### src/rtl/multiword_add_arb.sv
// Two-requester round-robin front end that serialises W-bit add/subtract through a shared 4-bit adder.
// MULTIWORD_ADD_SUB_MODE_EN enables reqN_sub (a-b); undefined, every operation is a plain add.
module multiword_add_arb #(
    parameter int NIBBLES = 4
) (
    input  logic                 clk,
    input  logic                 rst,
    input  logic                 req0_valid,
    output logic                 req0_ready,
    input  logic [4*NIBBLES-1:0] req0_a,
    input  logic [4*NIBBLES-1:0] req0_b,
    input  logic                 req0_sub,
    input  logic                 req1_valid,
    output logic                 req1_ready,
    input  logic [4*NIBBLES-1:0] req1_a,
    input  logic [4*NIBBLES-1:0] req1_b,
    input  logic                 req1_sub,
    output logic [3:0]           add_a,
    output logic [3:0]           add_b,
    output logic                 add_cin,
    input  logic [3:0]           add_sum,
    input  logic                 add_cout,
    output logic                 res_valid,
    input  logic                 res_ready,
    output logic [4*NIBBLES-1:0] res_sum,
    output logic                 res_cout,
    output logic                 res_id
);
    localparam int W  = 4 * NIBBLES;
    localparam int KW = (NIBBLES > 1) ? $clog2(NIBBLES) : 1;

    // state | meaning
    // IDLE  | arbitrate; ready shown to the granted valid requester
    // RUN   | one nibble per cycle through the external adder
    // DONE  | result held until res_ready
    typedef enum logic [1:0] {IDLE, RUN, DONE} state_t;

    state_t        state;
    logic          ptr;
    logic [KW-1:0] k;
    logic          carry;
    logic [W-1:0]  a_reg;
    logic [W-1:0]  b_reg;
    logic          sub_reg;
    logic          grant0;
    logic          grant1;
    logic [3:0]    a_nib;
    logic [3:0]    b_nib;

`ifndef MULTIWORD_ADD_SUB_MODE_EN
    logic unused_sub;
    assign unused_sub = req0_sub | req1_sub;
`endif

    always_comb begin
        grant0 = 1'b0;
        grant1 = 1'b0;
        if (state == IDLE && !rst) begin
            if (req0_valid && (!req1_valid || !ptr))
                grant0 = 1'b1;
            else if (req1_valid)
                grant1 = 1'b1;
        end
    end

    assign req0_ready = grant0;
    assign req1_ready = grant1;

    assign a_nib = a_reg[{k, 2'b00} +: 4];
    assign b_nib = b_reg[{k, 2'b00} +: 4];

    always_comb begin
        add_a   = 4'h0;
        add_b   = 4'h0;
        add_cin = 1'b0;
        if (state == RUN) begin
            add_a   = a_nib;
            add_b   = sub_reg ? ~b_nib : b_nib;
            add_cin = (k == '0) ? sub_reg : carry;
        end
    end

    always_ff @(posedge clk) begin
        if (rst) begin
            state     <= IDLE;
            ptr       <= 1'b0;
            k         <= '0;
            carry     <= 1'b0;
            a_reg     <= '0;
            b_reg     <= '0;
            sub_reg   <= 1'b0;
            res_valid <= 1'b0;
            res_sum   <= '0;
            res_cout  <= 1'b0;
            res_id    <= 1'b0;
        end else begin
            case (state)
                IDLE: begin
                    if (grant0 || grant1) begin
                        a_reg <= grant1 ? req1_a : req0_a;
                        b_reg <= grant1 ? req1_b : req0_b;
`ifdef MULTIWORD_ADD_SUB_MODE_EN
                        sub_reg <= grant1 ? req1_sub : req0_sub;
`else
                        sub_reg <= 1'b0;
`endif
                        res_id <= grant1;
                        ptr    <= grant0;   // next tie goes to the requester just passed over
                        k      <= '0;
                        state  <= RUN;
                    end
                end
                RUN: begin
                    res_sum[{k, 2'b00} +: 4] <= add_sum;
                    carry <= add_cout;
                    if (k == KW'(NIBBLES - 1)) begin
                        k         <= '0;
                        res_cout  <= add_cout;
                        res_valid <= 1'b1;
                        state     <= DONE;
                    end else begin
                        k <= k + KW'(1);
                    end
                end
                DONE: begin
                    if (res_ready) begin
                        res_valid <= 1'b0;
                        state     <= IDLE;
                    end
                end
                default: state <= IDLE;
            endcase
        end
    end
endmodule

### config.mk
export PLATFORM = sky130hd
export DESIGN_NAME = multiword_add_arb
export DESIGN_NICKNAME = d
export VERILOG_FILES = /design/src/rtl/multiword_add_arb.sv
export SDC_FILE = /design/constraint.sdc
export NUM_CORES = 1
export LEC_CHECK = 0
export ABC_AREA = 1
export BUFFER_PORTS_ARGS = -buffer_cell sky130_fd_sc_hd__clkbuf_2
export CORE_AREA = 2 2 87 89
export DETAILED_ROUTE_END_ITERATION = 16
export DIE_AREA = 0 0 89 91
export PLACE_DENSITY = 0.78
export SETUP_SLACK_MARGIN = 0.4
export SYNTH_ARGS = -nofsm -noshare
export SYNTH_HDL_FRONTEND = slang
export SYNTH_SLANG_ARGS = --single-unit
### constraint.sdc
create_clock -name clk -period 1.8 [get_ports clk]
set_clock_uncertainty 0.05 [all_clocks]
set_input_delay 0.36 -clock clk [delete_from_list [all_inputs] [get_ports clk]]
set_output_delay 0.36 -clock clk [all_outputs]
set_load 0.01 [all_outputs]
# Yosys cells after proc, flatten, opt, wreduce, memory -nomap -nowiden
# Index checks and enable logic that the tools add are counted.
[word_totals]
regBits = 57
word_cells = 60
output_inout_bits = 30
input_bits = 76
[classes]
n_reduce_logical = 16
addsub = 2
n_mux = 22
n_shift = 4
n_eq_ne = 6
[ops]
columns = ["cell", "n"]
rows = [
  ["two-way mux 16 bit", 2],
  ["variable part select 16 x 5 -> 4 bit", 2],
  ["bitwise mux 16 bit", 1],
  ["variable shift 4 x 6 -> 16 bit (first input constant)", 1],
  ["variable part select 4 x 6 -> 16 bit", 1],
  ["two-way mux 2 bit", 5],
  ["two-way mux 1 bit", 9],
  ["two-way mux 4 bit", 2],
  ["negation 4 -> 6 bit", 1],
  ["case mux 2 bit (3 select lines)", 1],
  ["AND reduction 2 bit", 3],
  ["AND reduction 3 bit", 2],
  ["== test 2 bit (second input constant)", 2],
  ["zero test 2 bit", 2],
  ["!= test 2 x 1 -> 1 bit (second input constant)", 2],
  ["case mux 2 bit (2 select lines)", 1],
  ["nonzero test 2 bit", 2],
  ["zero test 1 bit", 3],
  ["adder 2 x 1 -> 2 bit (second input constant)", 1],
  ["== test 2 x 1 -> 1 bit (second input constant)", 1],
  ["logical AND 1 bit", 2],
  ["logical OR 1 bit", 2],
  ["!= test 2 bit (second input constant)", 1],
  ["case mux 1 bit (2 select lines)", 1],
]

# Depth between registers and ports, before layout
# Gate-level depths: netlist (run 1).
[logic_depth]
word_depth = 8
ltp_mapped = 9
depth_no_buf = 8

# Worst setup path before layout (run 1)
# OpenSTA, ideal clock, no wires.
[synth_path]
path_type = "register -> output"
from = "register k[1]"
to = "output port add_cin"
n_path_buf = 1
required_time_ns = 1.390
path_stages_with_launch = 7
slack_ns = -0.032
arrival_time_ns = 1.422
path_cell_list = "dfxtp_1 -> buf_2 -> clkinv_1 -> ha_1 -> clkinv_1 -> nand2_1 -> nor2_1"
[synth_via]
elab_chain_cells = 3
[synth_lines]
columns = ["element", "line", "source"]
rows = [
  ["start: declaration", "40", "logic [KW-1:0] k;"],
  ["start signal: assignment", "122", "k <= k + KW'(1);"],
  ["zero test 2 bit", "79", "add_cin = (k == '0) ? sub_reg : carry;"],
  ["two-way mux 1 bit", "79", ""],
  ["two-way mux 1 bit", "76", "if (state == RUN) begin"],
  ["end: declaration", "20", "output logic add_cin,"],
]
# No other way between the ends.

# Worst setup path in the final report (run 1)
[layout_path]
from = "register k[0]"
to = "output port add_a[2]"
[layout_via]
elab_chain_cells = 2
[layout_lines]
columns = ["element", "line", "source"]
rows = [
  ["variable part select 16 x 5 -> 4 bit", "69", "assign a_nib = a_reg[{k, 2'b00} +: 4];"],
  ["two-way mux 4 bit", "76", ""],
  ["end: declaration", "18", "output logic [3:0] add_a,"],
]
# No other way between the ends.

==> results.yml, run 1 <==
job:
  drv_cap: 0
sta:
  tightest_slew_ns: 0.495
  layout_setup_ws_ns: -0.230
  whs_ns: 0.243
  slew_headroom: 0.670
  rsz0062_at_grt: "yes"
  setup_viol_count_final: 9
  hold_violations: 0
  fmax_mhz: 493
  post-route-period-util: 1.13
  final.min_clock_period_ns: 2.03
  slew_viol_final: 0
die:
  die_area_mm2: 0.00810
  ioPinCount: 106
  die_h_um: 91
  initial_core_util: 0.445
  rows: 31
  core_mm2: 0.00714
  die_w_um: 89
placement:
  dp_hpwl_um: 5700
  preCtsSetupSlack_ns: 0.0752
  gp_congestion: 0.825
  portBuffers: 103
  placed_cell_area_mm2: 0.00382
  numPlacedInstances: 636
clocking:
  clock_sinks: 57
  cts_root_buf: "clkbuf_8"
  clk_latency_ns: 0.34
  clk_path_buf_depth: 2
  cts-buffers-inserted: 9
  cts_tree: "done"
  clk_pin_slew_ns: 0.07
  htree_levels: 3
  holdBufCountCts: 0
finish:
  area_delta_synth_final_pct: 78.4
  stdcell_area_mm2: 0.00566
  fillers: 429
  nets: 678
  final_cells: 700
  drive_above_1_share: 0.664
  n_antenna_cell: 0
logic_synthesis:
  synth_edf_count: 0
  synth_top_area_share: 0.359
  synth_ff_type: "dfxtp_1"
  synth_cell_types: 29
  ys_seq_elements: 57
  yosysTopAreaCell: "dfxtp_1"
  ys_seq_area_frac: 0.359
  async_flop_share: 0
  syn_nets: 532
  synth_cells: 450
  ys_warn_count: 0
  synth.avg_cell_area_um2: 7.05
  synthTopCellsByArea: "dfxtp_1 36%, nor2_2 12%, nand2_1 10%"
  netlist_area_mm2: 0.00317
power:
  powerDensity_mw_per_mm2: 768
  peakVddDrop_v: 0.000399
  power.total_w: 0.00435
  p_leak_nw: 2.40
global_route:
  grt_pass1_vias: 3717
  grt_usage: 0.280
  grt_max_degree: 40
  overflow: 0
  grt_pass1_wl_um: 17500
  grt_antenna_before_repair: 0
critical_path:
  crit_required_ns: 1.39
  arrival_ns: 1.62
  end_kind: "output pin"
  path_max_fanout: 4
  path_class: "flop to output pin"
  start_kind: "flop"
run_status:
  outcome: "complete, but fails checks"
  violations: "negative setup slack"
min_path:
  hold_path_class: "input pin to flop"
detailed_routing:
  antenna_left: 0
  drt-total-wl_um: 13900
  wl_per_cell_um: 19.9
  drtPass1Iterations: 5
  drt_iter0_drc: 221
  viasPerCell: 5.68
  via_count: 3977
  drc_errors: 0
per-layer routing:
layer	part of all wire	wire length, um	global-route usage
met1	0.35	4920	0.317
met3	0.087	1210	0.0645
met4	0.063	879	0.127
met5	0	0	0
met2	0.50	6910	0.488
cells by family after synthesis:
group / Yosys count / synth area share
compound gates: 88 / 0.149
fa+ha+maj: 6 / 0.0236
buf+inv: 43 / 0.0796
flops: 57 / 0.359
simple gates: 256 / 0.388
cell type report:
| type | count | area, um2 | share of cell area |
|---|---|---|---|
| Inverter | 16 | 114 | 0.0201 |
| Clock buffer | 12 | 165 | 0.0292 |
| Multi-Input combinational cell | 351 | 2620 | 0.462 |
| Tap cell | 99 | 124 | 0.0219 |
| Timing Repair inverter | 1 | 30.0 | 0.00530 |
| Sequential cell | 57 | 1160 | 0.204 |
| Timing Repair Buffer | 160 | 1410 | 0.248 |
| Clock inverter | 4 | 50.0 | 0.00884 |
power by group:
part	switching, W	internal [W]	leakage [nW]	total, W
registers	0.0000997	0.00136	0.471	0.00146
clock network	0.000550	0.000750	0.105	0.00130
logic	0.000877	0.000711	1.83	0.00159
through the flow:
step | TNS, ns | util
final | -0.967 | 0.793
after global routing | -1.38 | 0.793
after CTS | -0.177 | 0.702
after detailed placement | 0 | 0.535
after global placement | 0 | 0.535
after floorplan | 0 | -
cell usage in the layout (no fill, tap or decap), types with 2 or more instances in the layout:
cell type,Yosys,routed
a21oi_1,25,9
a21oi_2,1,14
a21oi_4,0,3
a22oi_2,0,3
buf_12,3,11
buf_16,0,7
buf_2,10,8
buf_4,4,17
buf_6,1,16
buf_8,0,4
clkbuf_16,0,5
clkbuf_2,0,92
clkbuf_8,0,12
clkinv_16,0,2
clkinv_4,0,2
clkinvlp_4,0,2
dfxtp_1,57,52
dfxtp_4,0,4
ha_1,6,3
ha_4,0,2
inv_1,10,7
inv_4,1,5
nand2_1,88,30
nand2_2,2,27
nand2_4,2,33
nand2_8,0,3
nand3_1,39,28
nand3_2,0,11
nand4_1,5,5
nor2_1,56,30
nor2_2,61,58
nor2_4,1,30
o21ai_0,25,5
o21ai_1,30,30
o21ai_2,0,17
o21ai_4,0,3
o31ai_1,2,2
worst max-delay path, cell delays in order (launching register included):
cell and delay (ns):
dfxtp_4 0.42, clkbuf_16 0.18, nor2_1 0.05, nor2_1 0.18, o21ai_1 0.14, a21oi_2 0.17
buf_2 0.15
synthesized netlist by cell type (2+ instances only):
library cell and n:
ha_1 6, inv_1 10, nand2_4 2, nand2_1 88, buf_12 3, clkinv_1 2
nand4_1 5, nor2_2 61, o21ai_1 30, clkbuf_1 9, inv_2 2, a21oi_1 25
o31ai_1 2, dfxtp_1 57, nand2_2 2, buf_4 4, buf_2 10, nand3_1 39
a22oi_1 4, nor2_1 56, o21ai_0 25
what timing repair did:
action                     in CTS  in global routing
setup buffers                  23                  8
setup endpoints to repair      61                 63
gates resized for setup       165                124
pin swaps                      25                 44
cloned                         11                  6
final timing paths:
path | start | to | slack [ns] | cells past startpoint
worst min register to register | res_cout | res_cout | 0.42 | 2
worst min-delay path | add_cout | res_cout | 0.24 | 3
worst max register to register | k[0] | res_sum[6] | 0.14 | 8
worst max-delay path | k[0] | add_a[2] | -0.23 | 6
(Power assumes the default switching activity.)
==> run 2: changes to the inputs <==
Settings changed: CORE_AREA 2 2 87 89 to 2 2 116 118, DIE_AREA 0 0 89 91 to 0 0 118 120, PLACE_DENSITY 0.78 to 0.49.
==> run 2 against run 1 <==
Effect of this change:
- the flow still finishes with violations (negative setup slack)
- die area is 75% higher
- combinational power is 4% lower
- hold slack better by 0.032 ns
- first-iteration DRC count is 10% lower
- sequential power hardly changed
- utilization is 34 points lower
==> results.yml, run 2 (synthesis gave the netlist of run 1 again) <==
power:
  powerDensity_mw_per_mm2: 819
  p_leak_nw: 2.42
  power.total_w: 0.00484
  peakVddDrop_v: 0.000481
clocking:
  clk_path_buf_depth: 2
  clock_sinks: 57
  cts-buffers-inserted: 9
  clk_latency_ns: 0.32
  cts_tree: "done"
  htree_levels: 3
  holdBufCountCts: 0
  clk_pin_slew_ns: 0.05
  cts_root_buf: "clkbuf_16"
die:
  ioPinCount: 106
  die_area_mm2: 0.0142
  die_h_um: 120
  die_w_um: 118
  initial_core_util: 0.245
  core_mm2: 0.0130
  rows: 42
sta:
  layout_setup_ws_ns: -0.0463
  fmax_mhz: 542
  setup_viol_count_final: 9
  hold_violations: 0
  slew_viol_final: 0
  post-route-period-util: 1.03
  tightest_slew_ns: 0.625
  fin_setup_tns_ns: -0.164
  rsz0062_at_grt: "yes"
  slew_headroom: 0.583
  final.min_clock_period_ns: 1.85
detailed_routing:
  drt_iter0_drc: 198
  drc_errors: 0
  viasPerCell: 4.49
  drt-total-wl_um: 11000
  drtPass1Iterations: 4
  via_count: 3469
  wl_per_cell_um: 14.2
  antenna_left: 0
critical_path:
  arrival_ns: 1.44
  end_kind: "output pin"
  path_max_fanout: 7
  start_kind: "flop"
  crit_required_ns: 1.39
  path_class: "flop to output pin"
run_status:
  violations: "negative setup slack"
  outcome: "complete, but fails checks"
finish:
  fillers: 1230
  layout.cells.most_common: "clkbuf_2"
  seq_area_mm2: 0.00116
  multi_input_area_mm2: 0.00264
  nets: 675
  area_delta_synth_final_pct: 86.0
  most-common-layout-cells: "94 x clkbuf_2, 53 x dfxtp_1, 45 x nor2_2"
  n_antenna_cell: 0
  drive_above_1_share: 0.631
global_route:
  grt_antenna_before_repair: 0
  grt_pass1_vias: 3553
  grt_usage: 0.155
  overflow: 0
  grt_pass1_wl_um: 17300
  grt_max_degree: 40
placement:
  portBuffers: 103
  gp_congestion: 0.809
  dp_hpwl_um: 6610
min_path:
  hold_path_class: "input pin to flop"
job:
  drv_cap: 0
## run 2: cell count changes in the layout (fill, tap and decap cells not counted), sizes merged
cell | previous run | this run
clkinvlp | 2 | 0
bufinv | 1 | 2
clkbuf | 109 | 108
clkinv | 5 | 4
nand2 | 93 | 92
## run 2: worst paths after layout
| path | slack, ns | from | cells past startpoint | endpoint |
|---|---|---|---|---|
| hold reg to reg | 0.42 | res_cout | 2 | res_cout |
| hold / removal | 0.27 | add_cout | 3 | res_cout |
| setup / recovery | -0.05 | k[0] | 6 | add_a[1] |
| setup reg to reg | 0.15 | state[0] | 11 | a_reg[11] |
## run 2: layout make-up
class                           count  share of cell area
Inverter                           16              0.0189
Timing Repair Buffer              158               0.240
Timing Repair inverter              1             0.00509
Clock inverter                      2              0.0102
Sequential cell                    57               0.196
Clock buffer                       13              0.0458
Tap cell                          176              0.0373
Multi-Input combinational cell    350               0.447
## run 2: metal layers
layer  vias to the layer above  track usage  part of all wire
li1                       1762            -                 -
met4                         0       0.0452             0.014
met1                      1606        0.190              0.43
met3                        13       0.0328             0.045
met2                        88        0.273              0.51
met5                         -            0                 0
## run 2: critical path: stages, from the launching register on
cell	delay [ns]
dfxtp_4	0.39
buf_8	0.13
nor2_1	0.05
nor2_1	0.10
o21ai_1	0.12
a21oi_4	0.17
clkbuf_2	0.15
## run 2: what timing repair did
action	CTS	global route
gates resized for setup	179	99
pin swaps	69	52
buffers inserted	22	6
setup endpoints to repair	61	62
cloned	12	1
## run 2: power breakdown
part / switching (W) / internal [W]
combinational: 0.000801 / 0.000720
clock: 0.000552 / 0.00132
sequential: 0.0000814 / 0.00137
total: 0.00143 / 0.00340
## run 2: per-stage QoR
stage | cells | util | area, um2 | hold WS [ns] | setup WS, ns
final | 773 | 0.455 | 5900 | 0.275 | -0.0463
after global routing | 773 | 0.455 | 5900 | 0.276 | -0.109
after CTS | 766 | 0.418 | 5420 | 0.241 | -0.0399
after detailed placement | 717 | 0.303 | 3930 | 0.409 | 0.181
after global placement | 717 | 0.303 | 3930 | 0.404 | 0.188
after floorplan | 450 | - | 3280 | 0.415 | 0.387
==> run 3: changes to the inputs <==
Settings changed: GPL_ROUTABILITY_DRIVEN set to 0, PLACE_DENSITY 0.49 to 0.48.
Clock period 1.8 ns to 1.9 ns, I/O delays scaled along.
==> run 3 against run 2 <==
Effect of this change:
- first-iteration DRC count down 27%
- total power decreased by 18%
- via count shrank 3.3%
- critical path depth unchanged
- cell area shrank 17%
- sequential power fell by 6%
- clock power decreased by 17%
- die area unchanged
- the run now ends clean
- non-clock buffer count is 23 lower
==> results.yml, run 3 (synthesis gave the netlist of run 1 again) <==
detailed_routing:
  via_count: 3354
  drc_errors: 0
  drt-total-wl_um: 10100
  drt_iter0_drc: 144
  viasPerCell: 4.45
  drtPass1Iterations: 4
  wl_per_cell_um: 13.4
  antenna_left: 0
finish:
  most-common-layout-cells: "92 x clkbuf_2, 82 x nand2_1, 65 x nor2_2"
  drive_above_1_share: 0.503
  stdcell_area_mm2: 0.00488
  layout.cells.most_common: "clkbuf_2"
  nets: 654
  n_antenna_cell: 0
  fillers: 1362
  area_delta_synth_final_pct: 53.7
clocking:
  htree_levels: 3
  holdBufCountCts: 0
  clk_pin_slew_ns: 0.05
  clock_sinks: 57
  clk_path_buf_depth: 2
  clk_latency_ns: 0.32
  cts_tree: "done"
  cts-buffers-inserted: 9
  cts_root_buf: "clkbuf_16"
critical_path:
  start_kind: "flop"
  crit_required_ns: 1.47
  r2r_slack_ns: 0.31
  path_class: "flop to output pin"
  crit_chain: "inv_6 > nor2_4 > clkinvlp_4 > buf_12 > a21oi_2 > buf_2"
  arrival_ns: 1.44
  end_kind: "output pin"
  path_max_fanout: 9
  crit_slowest_cell: "dfxtp_4"
  cpLargestDelayFamily: "buffers and inverters"
  cpPeakStageDelay_ns: 0.37
  crit_buf_inv: 4
sta:
  tightest_slew_ns: 0.553
  fin_setup_tns_ns: 0
  rsz0062_at_grt: "yes"
  post-route-period-util: 0.984
  final.min_clock_period_ns: 1.87
  whs_ns: 0.286
  setup_viol_count_final: 0
  slew_viol_final: 0
  slew_headroom: 0.631
  hold_violations: 0
  fmax_mhz: 535
die:
  die_h_um: 120
  rows: 42
  core_mm2: 0.0130
  initial_core_util: 0.245
  die_area_mm2: 0.0142
  die_w_um: 118
  ioPinCount: 106
power:
  peakVddDrop_v: 0.000437
  powerDensity_mw_per_mm2: 814
  power.total_w: 0.00397
  p_leak_nw: 2.14
placement:
  dp_hpwl_um: 6610
  placed_cell_area_mm2: 0.00387
  portBuffers: 103
job:
  drv_cap: 0
global_route:
  grt_usage: 0.134
  grt_pass1_wl_um: 15200
  overflow: 0
  grt_max_degree: 40
  grt_pass1_vias: 3218
  grt_antenna_before_repair: 0
min_path:
  hold_path_class: "input pin to flop"
run_status:
  outcome: "complete, no violations"
==> run 3: changes by cell type in the layout (fill, tap and decap cells not counted), moves of 8 or more <==
cell,delta
nand2_1,+42
nand2_4,-22
nand3_1,+22
nor2_2,+20
nand2_2,-19
nor2_4,-19
nand3_2,-16
buf_16,-11
o21ai_1,+9
buf_12,-8
==> run 3: timing repair <==
item                                    CTS  global route
cloned                                    0             6
setup buffers                            13             3
resized for setup                        56            95
endpoints found under the setup margin   28            61
hold endpoints to repair                  0             0
pin swaps                                12            26
==> run 3: worst paths after layout <==
check / from / endpoint / cells past startpoint
setup / recovery: state[0] / add_b[2] / 6
hold / removal: add_cout / carry / 3
setup reg to reg: state[0] / res_sum[1] / 9
hold reg to reg: res_sum[11] / res_sum[11] / 2
==> run 3: cell type report <==
cell class                 instances  area (um2)  area share
multi-input combinational        351        2150       0.441
sequential                        57        1160       0.237
timing repair buffer             135         920       0.188
clock buffer                      14         284      0.0582
tap                              176         220      0.0451
inverter                          16         113      0.0231
timing repair inverter             2        27.5     0.00564
clock inverter                     2        10.0     0.00205
==> run 3: stage by stage <==
step	worst slack, ns	util	std cells
2_1_floorplan	0.395	-	450
3_3_place_gp	0.141	0.298	715
3_5_place_dp	0.130	0.298	715
4_1_cts	0.0385	0.340	744
5_1_grt	-0.0272	0.376	753
6_report	0.0304	0.376	753
==> run 3: worst min-delay path: cells and delay by family <==
kind | cells | cell delay, ns
buf+inv | 1 | 0.11
simple gates | 2 | 0.13
==> run 3: power breakdown <==
group,leakage [nW],internal (W),switching (W)
clock network,0.149,0.00102,0.000532
logic,1.52,0.000447,0.000602
registers,0.471,0.00129,0.0000765
==> run 3: per-layer routing <==
layer | track usage | part of all wire | up-vias
met3 | 0.0304 | 0.044 | 12
met1 | 0.164 | 0.44 | 1548
met4 | 0.0429 | 0.011 | 0
met2 | 0.233 | 0.51 | 77
met5 | 0 | 0 | -
li1 | - | - | 1717
